`src/rtl/io_sw_debounce_pkg.sv`:
```
// Shared board constants and helpers for the Io-board switch debouncer.
// STABLE_CYCLES defaults are derived from the board clock and debounce window.
package io_sw_debounce_pkg;

  localparam int unsigned CLK_HZ      = 100_000_000;
  localparam int unsigned DEBOUNCE_MS = 10;

  function automatic int unsigned cycles_for_ms(input int unsigned clk_hz,
                                                input int unsigned ms);
    return (clk_hz / 1000) * ms;
  endfunction

  localparam int unsigned STABLE_CYCLES_DEFAULT = cycles_for_ms(CLK_HZ, DEBOUNCE_MS);

  // Counter only needs to reach STABLE_CYCLES-1, so $clog2 is always wide enough.
  function automatic int unsigned cnt_width(input int unsigned stable_cycles);
    return (stable_cycles < 2) ? 1 : $clog2(stable_cycles);
  endfunction

endpackage

```
`src/rtl/io_sw_debounce_ch.sv`:
```
// One switch channel: two-flop synchroniser, stability counter, level and
// single-cycle rise/fall pulses.
module debounce_ch
  import io_sw_debounce_pkg::*;
#(
  parameter int unsigned STABLE_CYCLES = STABLE_CYCLES_DEFAULT,
  parameter bit          ACTIVE_LOW    = 1'b0
) (
  input  logic clk,
  input  logic rst,
  input  logic sw_raw,
  output logic level,
  output logic rise,
  output logic fall,
  output logic rise_next
);

  localparam int unsigned CW = cnt_width(STABLE_CYCLES);
  localparam logic [CW-1:0] CntLast = CW'(STABLE_CYCLES - 1);

  logic [1:0]    sync_q;
  logic          s;
  logic [CW-1:0] cnt_q, cnt_d;
  logic          level_q, level_d;
  logic          rise_q, rise_d;
  logic          fall_q, fall_d;

  assign s = sync_q[1] ^ ACTIVE_LOW;

  // Any sample matching the current level restarts the stability window.
  always_comb begin
    cnt_d   = '0;
    level_d = level_q;
    rise_d  = 1'b0;
    fall_d  = 1'b0;
    if (s != level_q) begin
      if (cnt_q == CntLast) begin
        level_d = s;
        rise_d  = s;
        fall_d  = ~s;
      end else begin
        cnt_d = cnt_q + CW'(1);
      end
    end
  end

  always_ff @(posedge clk) begin
    if (rst) begin
      sync_q  <= 2'b00;
      cnt_q   <= '0;
      level_q <= 1'b0;
      rise_q  <= 1'b0;
      fall_q  <= 1'b0;
    end else begin
      sync_q  <= {sync_q[0], sw_raw};
      cnt_q   <= cnt_d;
      level_q <= level_d;
      rise_q  <= rise_d;
      fall_q  <= fall_d;
    end
  end

  assign level     = level_q;
  assign rise      = rise_q;
  assign fall      = fall_q;
  assign rise_next = rise_d;

endmodule

```
`src/rtl/io_sw_debounce.sv`:
```
// Debounces N_SW raw switch pins into clean levels, edge pulses, per-channel
// toggle state and a combined any-rise event.
module io_sw_debounce
  import io_sw_debounce_pkg::*;
#(
  parameter int unsigned N_SW          = 5,
  parameter int unsigned STABLE_CYCLES = STABLE_CYCLES_DEFAULT,
  parameter bit          ACTIVE_LOW    = 1'b0
) (
  input  logic            clk,
  input  logic            rst,
  input  logic [N_SW-1:0] i_sw,
  output logic [N_SW-1:0] o_level,
  output logic [N_SW-1:0] o_rise,
  output logic [N_SW-1:0] o_fall,
  output logic [N_SW-1:0] o_toggle,
  output logic            o_any_rise
);

  logic [N_SW-1:0] level, rise, fall, rise_next;
  logic [N_SW-1:0] toggle_q, toggle_d;
  logic            any_rise_q, any_rise_d;

  for (genvar g = 0; g < N_SW; g++) begin : g_ch
    debounce_ch #(
      .STABLE_CYCLES (STABLE_CYCLES),
      .ACTIVE_LOW    (ACTIVE_LOW)
    ) u_ch (
      .clk       (clk),
      .rst       (rst),
      .sw_raw    (i_sw[g]),
      .level     (level[g]),
      .rise      (rise[g]),
      .fall      (fall[g]),
      .rise_next (rise_next[g])
    );
  end

  // any_rise is built from next-state pulses so it lands with o_rise.
  always_comb begin
    toggle_d   = toggle_q ^ rise;
    any_rise_d = |rise_next;
  end

  always_ff @(posedge clk) begin
    if (rst) begin
      toggle_q   <= '0;
      any_rise_q <= 1'b0;
    end else begin
      toggle_q   <= toggle_d;
      any_rise_q <= any_rise_d;
    end
  end

  assign o_level    = level;
  assign o_rise     = rise;
  assign o_fall     = fall;
  assign o_toggle   = toggle_q;
  assign o_any_rise = any_rise_q;

endmodule

```
`config.mk`:
```
export PLATFORM = sky130hd
export DESIGN_NAME = io_sw_debounce
export DESIGN_NICKNAME = d
export VERILOG_FILES = /design/src/rtl/io_sw_debounce_pkg.sv /design/src/rtl/io_sw_debounce_ch.sv /design/src/rtl/io_sw_debounce.sv
export SDC_FILE = /design/constraint.sdc
export NUM_CORES = 1
export LEC_CHECK = 0
export ABC_AREA = 1
export BUFFER_PORTS_ARGS = -buffer_cell sky130_fd_sc_hd__buf_2
export CORE_UTILIZATION = 50
export DETAILED_ROUTE_END_ITERATION = 7
export GPL_ROUTABILITY_DRIVEN = 1
export PLACE_DENSITY_LB_ADDON = 0.2
export SLEW_MARGIN = 20
export SYNTH_ARGS = -nofsm -noshare
export SYNTH_HDL_FRONTEND = slang
export SYNTH_SLANG_ARGS = --single-unit
```
`constraint.sdc`:
```
create_clock -name clk -period 1.3 [get_ports clk]
set_input_delay 0 -clock clk [delete_from_list [all_inputs] [get_ports clk]]
set_output_delay 0 -clock clk [all_outputs]
set_load 0.1 [all_outputs]
```
==> out/results.ini, run 1 <==
[grt]
grt_antenna_before_repair=0
gr-total-overflow=0
grtUsageTotal_pct=24.23
grt_pass1_vias=5697
grt_max_degree=21
grt_pass1_wl_um=25140

[timing]
final.setup.tns_ns=-6.613
fin_crit_sh_pct=112.0
slew_viol_final=0
tightest_slew_ns=0.4976
setup_viol_count_final=76
skew_ns=0.008006
final.min_clock_period_ns=1.456
whs_ns=0.3139
max_freq_mhz=686.8
maxSlewHeadroom_pct=67.05
rsz0062_at_grt=true
postLayoutSetupSlackWorst_ns=-0.1561
finalHoldViolCount=0

[layout]
drive_gt1_share_pct=46.21
num_antenna_cells=0
fin_util_pct=78.70
nets=1094
fin_area_um2=9532
area_growth_pct=52.15

[setup_path]
timing.rr.end=g_ch[0].u_ch.cnt_q[4]$_SDFF_PP0_
start_kind=register
crit_fanout=5
cp.arrival_ns=1.76
r2r_cells=10
cp.required_ns=1.60
ff2ff_setup_slack_ns=-0.16
path_class=register to register
r2r_start=g_ch[0].u_ch.cnt_q[6]$_SDFF_PP0_
end_kind=register

[clock_tree]
clock_latency_ns=0.42
numCtsBuffers=17
root_buffer=clkbuf_16
clock_path_buffers=2
htreeDepth=4
clock_sinks=131
path_clk_slew_ns=0.06
cts_tree=yes

[yosys]
yosys_warnings=0
ys_types=36
syn_nets=901
synth-seq-area-share_pct=41.86
synth.cell_area_um2=6265
avgSynthCellArea_um2=7.047
ys_ff_latch=131
syn_inst=889

[routing]
wire_per_inst_um=13.66
final_antenna_net_count=0
first_pass_iters=5
drt_iter0_markers=335
finalWirelength_um=17250
vias_per_cell=5.094
num_vias=6434
drc=0

[die]
rows=40
fp.dieW_um=113.9
die_h_um=113.9
initial_core_util_pct=51.73
io_pins=28
core_area_um2=12110
dieArea_um2=12980

[power_and_ir_drop]
power.leakage_nw=3.603
vdd_drop_max_v=0.0009827
p_per_area_nw_per_um2=967.2

[worst_hold_path]
hold_start=i_sw[2]
whs_endpoint=g_ch[2].u_ch.sync_q[0]$_SDFF_PP0_
whs_path_depth=4
hp-class=input port to register

[placement]
gp_congestion=0.8753
dp.final_hpwl_um=10350
io_buffers=27
placed_area_um2=7557

[outcome]
status=finished with violations
violations=setup timing

[run]
maxCapViolations=0

-- power by group --
part           internal [W]  switching, W
registers           0.00403     0.0000157
logic             0.0000961      0.000114
clock network       0.00321       0.00175
total               0.00734       0.00188
-- flip-flops by register name, indices dropped and copies added (netlist names) --
name	count
g_ch.u_ch.sync_q	10
g_ch.u_ch.rise	5
g_ch.u_ch.fall	5
o_any_rise	1
o_toggle	5
g_ch.u_ch.level	5
g_ch.u_ch.cnt_q	100
-- per-stage QoR --
| step | setup WS [ns] | total power (W) | std cells |
|---|---|---|---|
| 6_report | -0.1561 | 0.009219 | 1263 |
| 5_1_grt | -0.2586 | 0.009474 | 1263 |
| 4_1_cts | -0.08405 | 0.009203 | 1234 |
| 3_5_place_dp | -0.09781 | 0.004266 | 1186 |
| 3_3_place_gp | -0.06990 | 0.004264 | 1186 |
| 2_1_floorplan | -0.02550 | 0.004207 | 889 |
-- layout by cell type, fill, tap and decap left out, types with 11 or more instances in the layout --
cell       count
nand2_2       23
buf_2         25
nand2_1      156
inv_1         95
nand3_1       30
dfxtp_2       54
nor3_1        22
a21oi_2       39
o21ai_0       12
a21oi_1       21
nand4_1       22
nand3_4       13
clkbuf_16     22
nor2_4        24
nor3_2        23
buf_4        145
nor2_1       102
inv_2         32
nor2_2        24
dfxtp_1       73
buf_6         12
nor3_4        11
-- cells in the mapped netlist (all sizes together) --
cell / n / area [µm²]
nand2: 183 / 706.9
nor2: 150 / 613.1
dfxtp: 131 / 2623
inv: 129 / 484.2
a21oi: 60 / 304.0
nor3: 56 / 336.6
nand3: 53 / 305.3
buf: 24 / 173.9
nand4: 22 / 137.6
o21ai: 22 / 110.1
or2: 11 / 68.82
xor2: 11 / 96.34
xnor2: 10 / 87.58
nand3b: 8 / 60.06
ha: 5 / 62.56
nor3b: 3 / 22.52
nor4: 3 / 18.77
a31oi: 2 / 12.51
clkbuf: 2 / 7.510
o211ai: 2 / 20.02
a211oi: 1 / 7.510
nand2b: 1 / 6.260
-- how the worst max path moves through the flow --
stage	start	endpoint	slack [ns]	depth (start not counted)
after floorplan	g_ch[4].u_ch.cnt_q[0]$_SDFF_PP0_	g_ch[4].u_ch.cnt_q[13]$_SDFF_PP0_	-0.03	9
after CTS	g_ch[0].u_ch.cnt_q[11]$_SDFF_PP0_	g_ch[0].u_ch.cnt_q[4]$_SDFF_PP0_	-0.08	9
final	g_ch[0].u_ch.cnt_q[6]$_SDFF_PP0_	g_ch[0].u_ch.cnt_q[4]$_SDFF_PP0_	-0.16	10
after global placement	g_ch[3].u_ch.cnt_q[0]$_SDFF_PP0_	g_ch[3].u_ch.cnt_q[18]$_SDFF_PP0_	-0.07	8
after global routing	g_ch[0].u_ch.cnt_q[6]$_SDFF_PP0_	g_ch[0].u_ch.cnt_q[4]$_SDFF_PP0_	-0.26	10
after detailed placement	g_ch[3].u_ch.cnt_q[0]$_SDFF_PP0_	g_ch[3].u_ch.cnt_q[18]$_SDFF_PP0_	-0.1	8
-- final cells by class --
cell class | instances | area [µm²]
Clock inverter | 8 | 123.9
Sequential cell | 131 | 2705
Inverter | 129 | 490.5
Multi-Input combinational cell | 603 | 3864
Fill cell | 802 | 2580
Timing Repair Buffer | 200 | 1647
Tap cell | 168 | 210.2
Clock buffer | 24 | 491.7
-- layer usage --
layer	up-vias	wire length [µm]	global-route usage (%)
met1	3012	7475	30.35
met3	38	758	5.898
met5	-	0	0
li1	3221	-	-
met2	163	8658	40.12
met4	0	360	9.524
-- critical path: stages (launching register included) --
cell       delay [ns]
dfxtp_2          0.33
inv_2            0.07
nand2_1          0.05
nor2_1           0.13
nand2_2          0.08
nor2_4           0.12
nand2_2          0.07
o211ai_1         0.09
buf_4            0.20
clkbuf_16        0.17
nor2_4           0.03
-- kinds of logic (layout without fill, tap and decap cells) --
group | after synthesis | count (layout) | synth area share (%)
and+or+nand+nor | 490 | 490 | 36.33
buffers and inverters | 155 | 361 | 10.63
DFF | 131 | 131 | 41.86
AOI/OAI and AO/OA | 87 | 87 | 7.250
xor gates and xnor gates | 21 | 21 | 2.936
adders and majority gates | 5 | 5 | 0.9986
-- timing repair --
| action | in CTS | in global routing |
|---|---|---|
| hold buffers | 7 | 0 |
| endpoints found under the setup margin | 104 | 115 |
| cloned | 0 | 7 |
| setup buffers | 10 | 23 |
| pin swaps | 26 | 48 |
| endpoints found under the hold margin | 6 | 0 |
| resized for setup | 69 | 211 |
No activity file was read; power rests on OpenSTA's default activity.
==> run 2: changes to the inputs <==
==> constraint.sdc (replaced) <==
create_clock -name clk -period 1.3 [get_ports clk]
set_input_delay 0 -clock clk [delete_from_list [all_inputs] [get_ports clk]]
set_output_delay 0 -clock clk [all_outputs]
set_load 0.02 [all_outputs]
==> run 2 against run 1 <==
  * The flow still finishes with violations (setup timing)
  * Largest cell class unchanged
  * Critical path type unchanged
  * Fmax is 1.2% lower
  * Highest routed layer unchanged
  * Routed wire length is 8.4% higher
  * First-iteration DRC count increased by 29%
==> out/results.ini, run 2 (synthesis gave the netlist of run 1 again) <==
[die]
die_h_um=113.9
initial_core_util_pct=51.73
dieArea_um2=12980
rows=40
fp.dieW_um=113.9
core_area_um2=12110
io_pins=28

[placement]
post-place-ws_ns=-0.1182
placed_area_um2=7611
io_buffers=27
gp_congestion=0.8841
dp.final_hpwl_um=10260

[power_and_ir_drop]
p_int_w=0.006964
combPwrFrac_pct=2.3
vdd_drop_max_v=0.001141
power.leakage_nw=3.584
switchingPower_w=0.001955
switching_share_pct=21.92
seqPwrFrac_pct=45.3
p_per_area_nw_per_um2=928.2
clockPowerShare_pct=52.3
power_w=0.008919

[timing]
maxSlewHeadroom_pct=61.19
setup_viol_count_final=110
max_freq_mhz=678.5
tightest_slew_ns=0.5815
fin_crit_sh_pct=113.4
finalHoldViolCount=0
slew_viol_final=0
postLayoutSetupSlackWorst_ns=-0.1737
skew_ns=0.006655
whs_ns=0.06063
final.min_clock_period_ns=1.474
final.setup.tns_ns=-9.816
rsz0062_at_grt=true

[grt]
grt_max_degree=21
grt_pass1_vias=5872
grt_antenna_before_repair=0
grtUsageTotal_pct=25.10
gr-total-overflow=0
grt_pass1_wl_um=25950

[layout]
largest_register_ffs=100
fin_area_um2=9609
nets=1099
drive_gt1_share_pct=46.22
num_antenna_cells=0
reg.largest.list=g_ch.u_ch.cnt_q x100, g_ch.u_ch.sync_q x10
fillers=761
mostFrequentLayoutCells=nand2_1, buf_4, inv_1
layout_commonest_cell=nand2_1
regMostFlops=g_ch.u_ch.cnt_q
area_growth_pct=53.39

[routing]
drc=0
vias_per_cell=5.169
wire_per_inst_um=14.75
finalWirelength_um=18690
drt_iter0_markers=431
num_vias=6549
final_antenna_net_count=0
first_pass_iters=4

[setup_path]
crit_fanout=8
end_kind=register
start_kind=register
path_class=register to register
cp.required_ns=1.61
cp.arrival_ns=1.79

[clock_tree]
path_clk_slew_ns=0.06
cts_tree=yes
htreeDepth=4
numCtsBuffers=17
clock_latency_ns=0.43
root_buffer=clkbuf_16
clock_path_buffers=2
clock_sinks=131

[outcome]
status=finished with violations
violations=setup timing

[run]
maxCapViolations=0

[worst_hold_path]
hp-class=input port to register

==> run 2: area by class of cell <==
type | instances | area [µm²] | area share (%)
multi-input combinational | 603 | 3930 | 40.90
sequential | 131 | 2679 | 27.88
timing repair buffer | 205 | 1705 | 17.75
inverter | 129 | 509.2 | 5.299
clock buffer | 18 | 439.2 | 4.570
tap | 168 | 210.2 | 2.188
clock inverter | 13 | 136.4 | 1.419
==> run 2: layer usage <==
metal  GRT usage (%)  vias up  part of all wire [%]
met5               0        -                     0
met4           9.697        0                   3.3
met3           6.057       61                   4.7
met2           41.70      188                    50
met1           31.41     3080                    42
li1                -     3220                     -
==> run 2: worst max-delay path, cell delays in order (launching register included) <==
cell and delay [ns]:
dfxtp_2 0.34, inv_2 0.08, nand2_1 0.07, nor2_1 0.12, nand2_1 0.10, nor2_4 0.17, nand2_4 0.11, nand3_4 0.13
clkbuf_16 0.18, nor3b_2 0.05
==> run 2: timing repair <==
| action | in CTS | in global routing |
|---|---|---|
| pin swaps | 24 | 39 |
| hold buffers | 5 | 0 |
| cloned | 0 | 7 |
| endpoints found under the hold margin | 5 | 0 |
| setup endpoints to repair | 104 | 116 |
| setup buffers | 16 | 18 |
| resized for setup | 76 | 219 |
==> run 2: power groups by stage <==
stage          combinational (W)  sequential (W)  clock, W
4_1_cts                 0.000142         0.00405   0.00469
3_3_place_gp            0.000125         0.00413         0
5_1_grt                 0.000220         0.00404   0.00489
3_5_place_dp            0.000126         0.00413         0
2_1_floorplan          0.0000739         0.00413         0
6_report                0.000207         0.00404   0.00467
==> run 2: stage by stage <==
stage               utilization [%]  cells
floorplan                         -    889
global placement              62.84   1194
detailed placement            62.84   1194
CTS                           70.99   1244
global route                  79.34   1267
finish                        79.34   1267
==> run 2: worst paths after layout <==
kind | startpoint | depth (start not counted) | to | slack [ns]
max reg2reg | g_ch[2].u_ch.cnt_q[6]$_SDFF_PP0_ | 9 | g_ch[2].u_ch.cnt_q[2]$_SDFF_PP0_ | -0.17
min reg2reg | g_ch[3].u_ch.sync_q[0]$_SDFF_PP0_ | 2 | g_ch[3].u_ch.sync_q[1]$_SDFF_PP0_ | 0.40
max | g_ch[2].u_ch.cnt_q[6]$_SDFF_PP0_ | 9 | g_ch[2].u_ch.cnt_q[2]$_SDFF_PP0_ | -0.17
min | rst | 3 | g_ch[0].u_ch.rise$_SDFF_PP0_ | 0.06
